**src/rtl/cpu_types_pkg.sv**
```systemverilog
// Shared CPU types: word type, fetch FSM states and PC source selection.
package cpu_types_pkg;

  localparam int unsigned WORD_WIDTH = 32;

  typedef logic [WORD_WIDTH-1:0] word_t;

  localparam word_t PC_INCR = 32'd4;

  typedef enum logic [1:0] {
    FETCH  = 2'd0,
    HOLD   = 2'd1,
    SQUASH = 2'd2,
    HALTED = 2'd3
  } fetch_state_t;

  // Source of the next PC value held in pc_reg.
  typedef enum logic [1:0] {
    PC_KEEP  = 2'd0,
    PC_SEQ   = 2'd1,
    PC_REDIR = 2'd2,
    PC_TGT   = 2'd3
  } pc_sel_t;

endpackage

```
**src/rtl/fetch_unit_pc_reg.sv**
```systemverilog
// PC register with a parked redirect target and the next-PC mux.
module pc_reg
  import cpu_types_pkg::*;
#(
  parameter int unsigned     W       = 32,
  parameter logic [W-1:0]    PC_INIT = '0
) (
  input  logic         clk_i,
  input  logic         rst_ni,
  input  pc_sel_t      pc_sel_i,
  input  logic         tgt_we_i,
  input  logic [W-1:0] redirect_pc_i,
  output logic [W-1:0] pc_o,
  output logic [W-1:0] pc_plus4_o
);

  logic [W-1:0] pc_q, pc_d;
  logic [W-1:0] tgt_q, tgt_d;

  // Sequential increment wraps modulo 2^W.
  assign pc_plus4_o = pc_q + W'(PC_INCR);
  assign pc_o       = pc_q;

  // Next-PC selection and target capture while a squashed miss drains.
  always_comb begin
    pc_d  = pc_q;
    tgt_d = tgt_q;
    unique case (pc_sel_i)
      PC_KEEP:  pc_d = pc_q;
      PC_SEQ:   pc_d = pc_plus4_o;
      PC_REDIR: pc_d = redirect_pc_i;
      PC_TGT:   pc_d = tgt_q;
      default:  pc_d = pc_q;
    endcase
    if (tgt_we_i) begin
      tgt_d = redirect_pc_i;
    end
  end

  // PC and target state.
  always_ff @(posedge clk_i or negedge rst_ni) begin
    if (!rst_ni) begin
      pc_q  <= PC_INIT;
      tgt_q <= '0;
    end else begin
      pc_q  <= pc_d;
      tgt_q <= tgt_d;
    end
  end

endmodule

```
**src/rtl/fetch_unit.sv**
```systemverilog
// Instruction-fetch stage: icache requests, stall buffering, redirects, halt.
module fetch_unit
  import cpu_types_pkg::*;
#(
  parameter int unsigned         WORD_W  = 32,
  parameter logic [WORD_W-1:0]   PC_INIT = 32'h0000_0000
) (
  input  logic              CLK,
  input  logic              nRST,
  input  logic              ihit,
  input  logic [WORD_W-1:0] iload,
  output logic              imemREN,
  output logic [WORD_W-1:0] imemaddr,
  input  logic              stall,
  input  logic              redirect_valid,
  input  logic [WORD_W-1:0] redirect_pc,
  input  logic              halt,
  output logic              ifid_writeEN,
  output logic              ifid_flush,
  output logic [WORD_W-1:0] pcplus4_out,
  output logic [WORD_W-1:0] instr_out,
  output logic [WORD_W-1:0] next_pc_out
);

  fetch_state_t      state_q, state_d;
  logic [WORD_W-1:0] buf_instr_q, buf_instr_d;
  logic [WORD_W-1:0] buf_pc4_q, buf_pc4_d;
  logic [WORD_W-1:0] pc, pc_plus4;
  pc_sel_t           pc_sel;
  logic              tgt_we;

  logic              ren_raw, we_raw, fl_raw;
  logic [WORD_W-1:0] ins_raw, pc4_raw;

  pc_reg #(
    .W       (WORD_W),
    .PC_INIT (PC_INIT)
  ) u_pc_reg (
    .clk_i         (CLK),
    .rst_ni        (nRST),
    .pc_sel_i      (pc_sel),
    .tgt_we_i      (tgt_we),
    .redirect_pc_i (redirect_pc),
    .pc_o          (pc),
    .pc_plus4_o    (pc_plus4)
  );

  // FSM transitions, PC control, buffer capture and raw output values.
  always_comb begin
    state_d     = state_q;
    buf_instr_d = buf_instr_q;
    buf_pc4_d   = buf_pc4_q;
    pc_sel      = PC_KEEP;
    tgt_we      = 1'b0;
    ren_raw     = 1'b0;
    we_raw      = 1'b0;
    fl_raw      = 1'b0;
    ins_raw     = '0;
    pc4_raw     = '0;
    unique case (state_q)
      FETCH: begin
        ren_raw = 1'b1;
        ins_raw = iload;
        pc4_raw = pc_plus4;
        if (redirect_valid) begin
          fl_raw = 1'b1;
          if (ihit) begin
            pc_sel = PC_REDIR;
          end else begin
            // Miss in flight: keep requesting the old address, park the target.
            tgt_we  = 1'b1;
            state_d = SQUASH;
          end
        end else if (halt) begin
          state_d = HALTED;
        end else if (ihit && !stall) begin
          we_raw = 1'b1;
          pc_sel = PC_SEQ;
        end else if (ihit) begin
          buf_instr_d = iload;
          buf_pc4_d   = pc_plus4;
          state_d     = HOLD;
        end
      end
      HOLD: begin
        ins_raw = buf_instr_q;
        pc4_raw = buf_pc4_q;
        if (redirect_valid) begin
          fl_raw      = 1'b1;
          pc_sel      = PC_REDIR;
          buf_instr_d = '0;
          buf_pc4_d   = '0;
          state_d     = FETCH;
        end else if (halt) begin
          state_d = HALTED;
        end else if (!stall) begin
          we_raw  = 1'b1;
          pc_sel  = PC_SEQ;
          state_d = FETCH;
        end
      end
      SQUASH: begin
        ren_raw = 1'b1;
        if (redirect_valid) begin
          fl_raw = 1'b1;
          // A new target that coincides with the miss returning can be taken
          // directly; otherwise it replaces the parked target.
          if (ihit) begin
            pc_sel  = PC_REDIR;
            state_d = FETCH;
          end else begin
            tgt_we = 1'b1;
          end
        end else if (ihit) begin
          pc_sel  = PC_TGT;
          state_d = FETCH;
        end
      end
      HALTED: begin
        state_d = HALTED;
      end
      default: begin
        state_d = FETCH;
      end
    endcase
  end

  // Outputs are forced to zero while reset is asserted.
  always_comb begin
    imemREN      = 1'b0;
    imemaddr     = '0;
    ifid_writeEN = 1'b0;
    ifid_flush   = 1'b0;
    instr_out    = '0;
    pcplus4_out  = '0;
    next_pc_out  = '0;
    if (nRST) begin
      imemREN      = ren_raw;
      imemaddr     = pc;
      ifid_writeEN = we_raw;
      ifid_flush   = fl_raw;
      instr_out    = ins_raw;
      pcplus4_out  = pc4_raw;
      next_pc_out  = pc4_raw;
    end
  end

  // FSM state and stall buffer.
  always_ff @(posedge CLK or negedge nRST) begin
    if (!nRST) begin
      state_q     <= FETCH;
      buf_instr_q <= '0;
      buf_pc4_q   <= '0;
    end else begin
      state_q     <= state_d;
      buf_instr_q <= buf_instr_d;
      buf_pc4_q   <= buf_pc4_d;
    end
  end

endmodule

```
**config.mk**
```make
export PLATFORM = sky130hd
export DESIGN_NAME = fetch_unit
export DESIGN_NICKNAME = d
export VERILOG_FILES = /design/src/rtl/cpu_types_pkg.sv /design/src/rtl/fetch_unit_pc_reg.sv /design/src/rtl/fetch_unit.sv
export SDC_FILE = /design/constraint.sdc
export NUM_CORES = 1
export LEC_CHECK = 0
export CORE_MARGIN = 4
export CORE_UTILIZATION = 45
export CTS_BUF_LIST = sky130_fd_sc_hd__clkbuf_16
export CTS_CLUSTER_SIZE = 40
export DETAILED_ROUTE_END_ITERATION = 8
export HOLD_SLACK_MARGIN = 0.05
export PLACE_DENSITY = 0.81
export SYNTH_ARGS = -nofsm -noshare
export SYNTH_HDL_FRONTEND = slang
export SYNTH_SLANG_ARGS = --single-unit
```
**constraint.sdc**
```tcl
create_clock -name CLK -period 2.35 [get_ports CLK]
set_input_delay 0.47 -clock CLK [delete_from_list [all_inputs] [get_ports CLK]]
set_output_delay 0.47 -clock CLK [all_outputs]
set_load 0.05 [all_outputs]
```
==> impl_metrics.ini <==
[run_status]
run_status = finished with violations
violations = DRC, setup timing

[logic_synthesis]
ys_warn_count = 0
avgSynthCellArea_um2 = 8.68
synth_seq_cells = 130
synth_edf_count = 0
async_flop_share_pct = 100
postSynthCellCount = 912
synthesis.nets = 983
synth.top_cell.area_share_pct = 41.1
yosysMostFrequentCell = nand2_1
yosysSeqAreaShare_pct = 41.1
synth_largest_area_cell = dfrtp_1
yosys-top-cells-area = dfrtp_1 41%, nand2_1 7.1%, o21ai_0 5.5%, mux2i_1 4.6%, mux2_2 4.6%
syn_area_um2 = 7910
synthTopCellsByCount = 150 x nand2_1, 130 x dfrtp_1, 87 x o21ai_0
yosys.cell_types.count = 62
synth_flop_cell = dfrtp_1

[routing]
final_antenna_net_count = 0
drt-total-wl_um = 37300
drc = 4
dr.pass1.iters = 9
vias = 9267
dr.first_iter.drc_count = 1555
routed_via_density = 6.58
post_drt_wl_per_cell_um = 26.5

[die]
die_w_um = 141
rows = 48
core_area_um2 = 17200
io_pins = 201
start_util_pct = 45.9
die_area_um2 = 19800
fp.dieH_um = 141

[clock_tree]
htreeDepth = 4
clk_pin_slew_ps = 60
cts_root_buf = clkbuf_16
clkSinkCount = 130
cts_buffer_depth = 2
cts_inserted_buffers = 17
cts_tree = done
clk_latency_ps = 430

[grt]
grt_first_pass_wirelength_um = 50500
grt_max_degree = 63
overflow = 0
antenna_found_initial = 1
track_usage_pct = 32.4
grt_pass1_vias = 8962

[pwr]
p_per_area_nw_per_um2 = 1440
power_mw = 19.9
p_int_mw = 10.2
p_leak_nw = 5.83
swShare_pct = 48.9
pwr-share-seq_pct = 21.7
pwr-share-clk_pct = 12.2
vdd_drop_max_mv = 0.824
switchingPower_mw = 9.71
combPwrFrac_pct = 66.1

[worst_hold_path]
holdCritPathClass = input pin to async pin

[worst_setup_path]
r2r_slack_ps = 40
path_cells = buf_4, nand4_1, nor2_4, nand4_1, xnor2_4, a21oi_4, buf_12
required_ps = 1880
reg2reg_from = u_pc_reg.pc_o[11]$_DFFE_PN0P_
cp.arrival_ps = 2560
cp_max_fo = 6
critPathCaptureType = output port
cp_top_family = simple AND/OR/NAND/NOR gates
crit_top_cell = nand4_1
path_class = register to output port
cpPeakStageDelay_ps = 480
reg2reg_to = u_pc_reg.pc_o[21]$_DFFE_PN0P_
slowest_stage = dfrtp_1
ff2ff_path_depth = 7
worstSetupStartpointType = register
critPathBufInv = 2

[timing]
fmax_ghz = 0.330
worst_pin_slew_ps = 582
slew_headroom_pct = 60.8
finalClockSkew_ps = 8.50
drv_slew = 0
period_share_pct = 129
fin_crit_ps = 3030
rsz0062_at_grt = yes
setup_viol = 57
layout_setup_ws_ps = -682
finalHoldViolCount = 0

[run]
cap_violations = 0

[placed_design]
gp_congestion = 0.935
dp_hpwl_um = 19700
io_buffers = 200

[layout]
ff_latch_area_um2 = 3260
final_layout_size_suffix_gt1_share_pct = 41.2
multi_input_area_um2 = 5040
synthToLayoutAreaGrowth_pct = 75.0
n_fill_cell = 799
final_net_count = 1241
utilization_pct = 80.3
[worst register-to-register path, cell delays in order, from the launching register on]
cell and delay, ps:
dfrtp_1 450, buf_4 200, nand4_4 150, or4_1 590
buf_4 170, nor2_2 250, a211oi_1 160, a311oi_1 230
[stage by stage]
stage / cell area, um^2 / hold WS, ps / cells / TNS [ps] / setup slack [ps]
after CTS: 13400 / 67.0 / 1385 / -21750 / -592
after global routing: 13800 / 90.0 / 1408 / -29300 / -708
after global placement: 12400 / 295 / 1338 / -722 / -86.4
after floorplan: 8460 / 174 / 912 / -3510 / -286
final: 13800 / 72.3 / 1408 / -28750 / -682
after detailed placement: 12400 / 297 / 1338 / -2610 / -173
[kinds of logic (layout without fill, tap and decap cells)]
kind of cell,count (synthesis),count (layout),share of synthesized area (%)
compound gates,232,232,17.7
xor+xnor,28,28,3.10
fa+ha+maj,1,1,0.158
buf+inv,113,383,7.43
flops,130,130,41.1
mux,68,68,9.11
other cells,0,1,0
simple gates,340,340,21.4
[layout by cell type, fill, tap and decap left out, types with 6 or more instances in the layout]
cell type,count
a211oi_4,6
and2_1,41
buf_6,20
a2bb2oi_1,6
mux2_2,32
nand2_1,145
clkinvlp_4,6
a311oi_1,7
a21oi_2,6
nor3_4,6
a21oi_1,32
buf_4,107
xnor2_4,8
o21ai_1,9
o21ai_0,87
a31oi_1,6
nand3_1,8
clkdlybuf4s50_1,68
nor2_4,10
nand4_1,6
nor2b_1,6
mux2i_1,33
buf_12,147
nor2_2,35
a211oi_1,9
nor2_1,25
clkbuf_16,17
dfrtp_1,125
nor3_1,10
o22ai_1,10
xnor2_2,11
a21oi_4,15
[worst max-delay path by stage]
stage,start,endpoint,slack [ps],cells after the start
2_1_floorplan,u_pc_reg.pc_o[3]$_DFFE_PN0P_,pcplus4_out[26],-290,7
3_3_place_gp,u_pc_reg.pc_o[3]$_DFFE_PN0P_,next_pc_out[27],-90,7
3_5_place_dp,u_pc_reg.pc_o[3]$_DFFE_PN0P_,pcplus4_out[27],-170,7
4_1_cts,u_pc_reg.pc_o[3]$_DFFE_PN0P_,pcplus4_out[27],-590,7
5_1_grt,u_pc_reg.pc_o[8]$_DFFE_PN0P_,pcplus4_out[19],-710,9
6_report,u_pc_reg.pc_o[5]$_DFFE_PN0P_,next_pc_out[16],-680,7
[sequential cells by signal (all words and copies together), names as in the netlist]
register	flops
buf_instr_q	32
state_q	2
u_pc_reg.pc_o	32
buf_pc4_q	32
u_pc_reg.tgt_q	32
[metal layers]
layer | track usage, % | up-vias | part of all wire (%)
met5 | 0 | - | 0
met4 | 19.1 | 0 | 9.4
met3 | 6.38 | 309 | 11
met2 | 54.1 | 898 | 46
met1 | 38.8 | 4388 | 34
li1 | - | 3672 | -
[power groups by stage]
stage	Clock, mW	Combinational, mW	Sequential, mW
finish	2.42	13.1	4.32
detailed placement	0	11.4	4.04
floorplan	0	6.79	3.83
global placement	0	11.1	3.95
global route	2.50	13.5	4.35
CTS	2.38	11.9	4.04
[area by class of cell]
class | instances | area share (%)
Antenna cell | 1 | 0.0181
Clock buffer | 17 | 3.07
Clock inverter | 14 | 0.678
Inverter | 6 | 0.163
Multi-Input combinational cell | 669 | 36.4
Sequential cell | 130 | 23.5
Tap cell | 225 | 2.03
Timing Repair Buffer | 346 | 34.1
[timing repair]
action / in CTS / in global routing
cloned: 1 / 0
endpoints found under the setup margin: 71 / 68
hold endpoints to repair: 6 / 0
hold buffers: 1 / 0
setup buffers: 16 / 24
pin swaps: 28 / 32
gates resized for setup: 51 / 62
No activity file was read; power rests on OpenSTA's default activity.
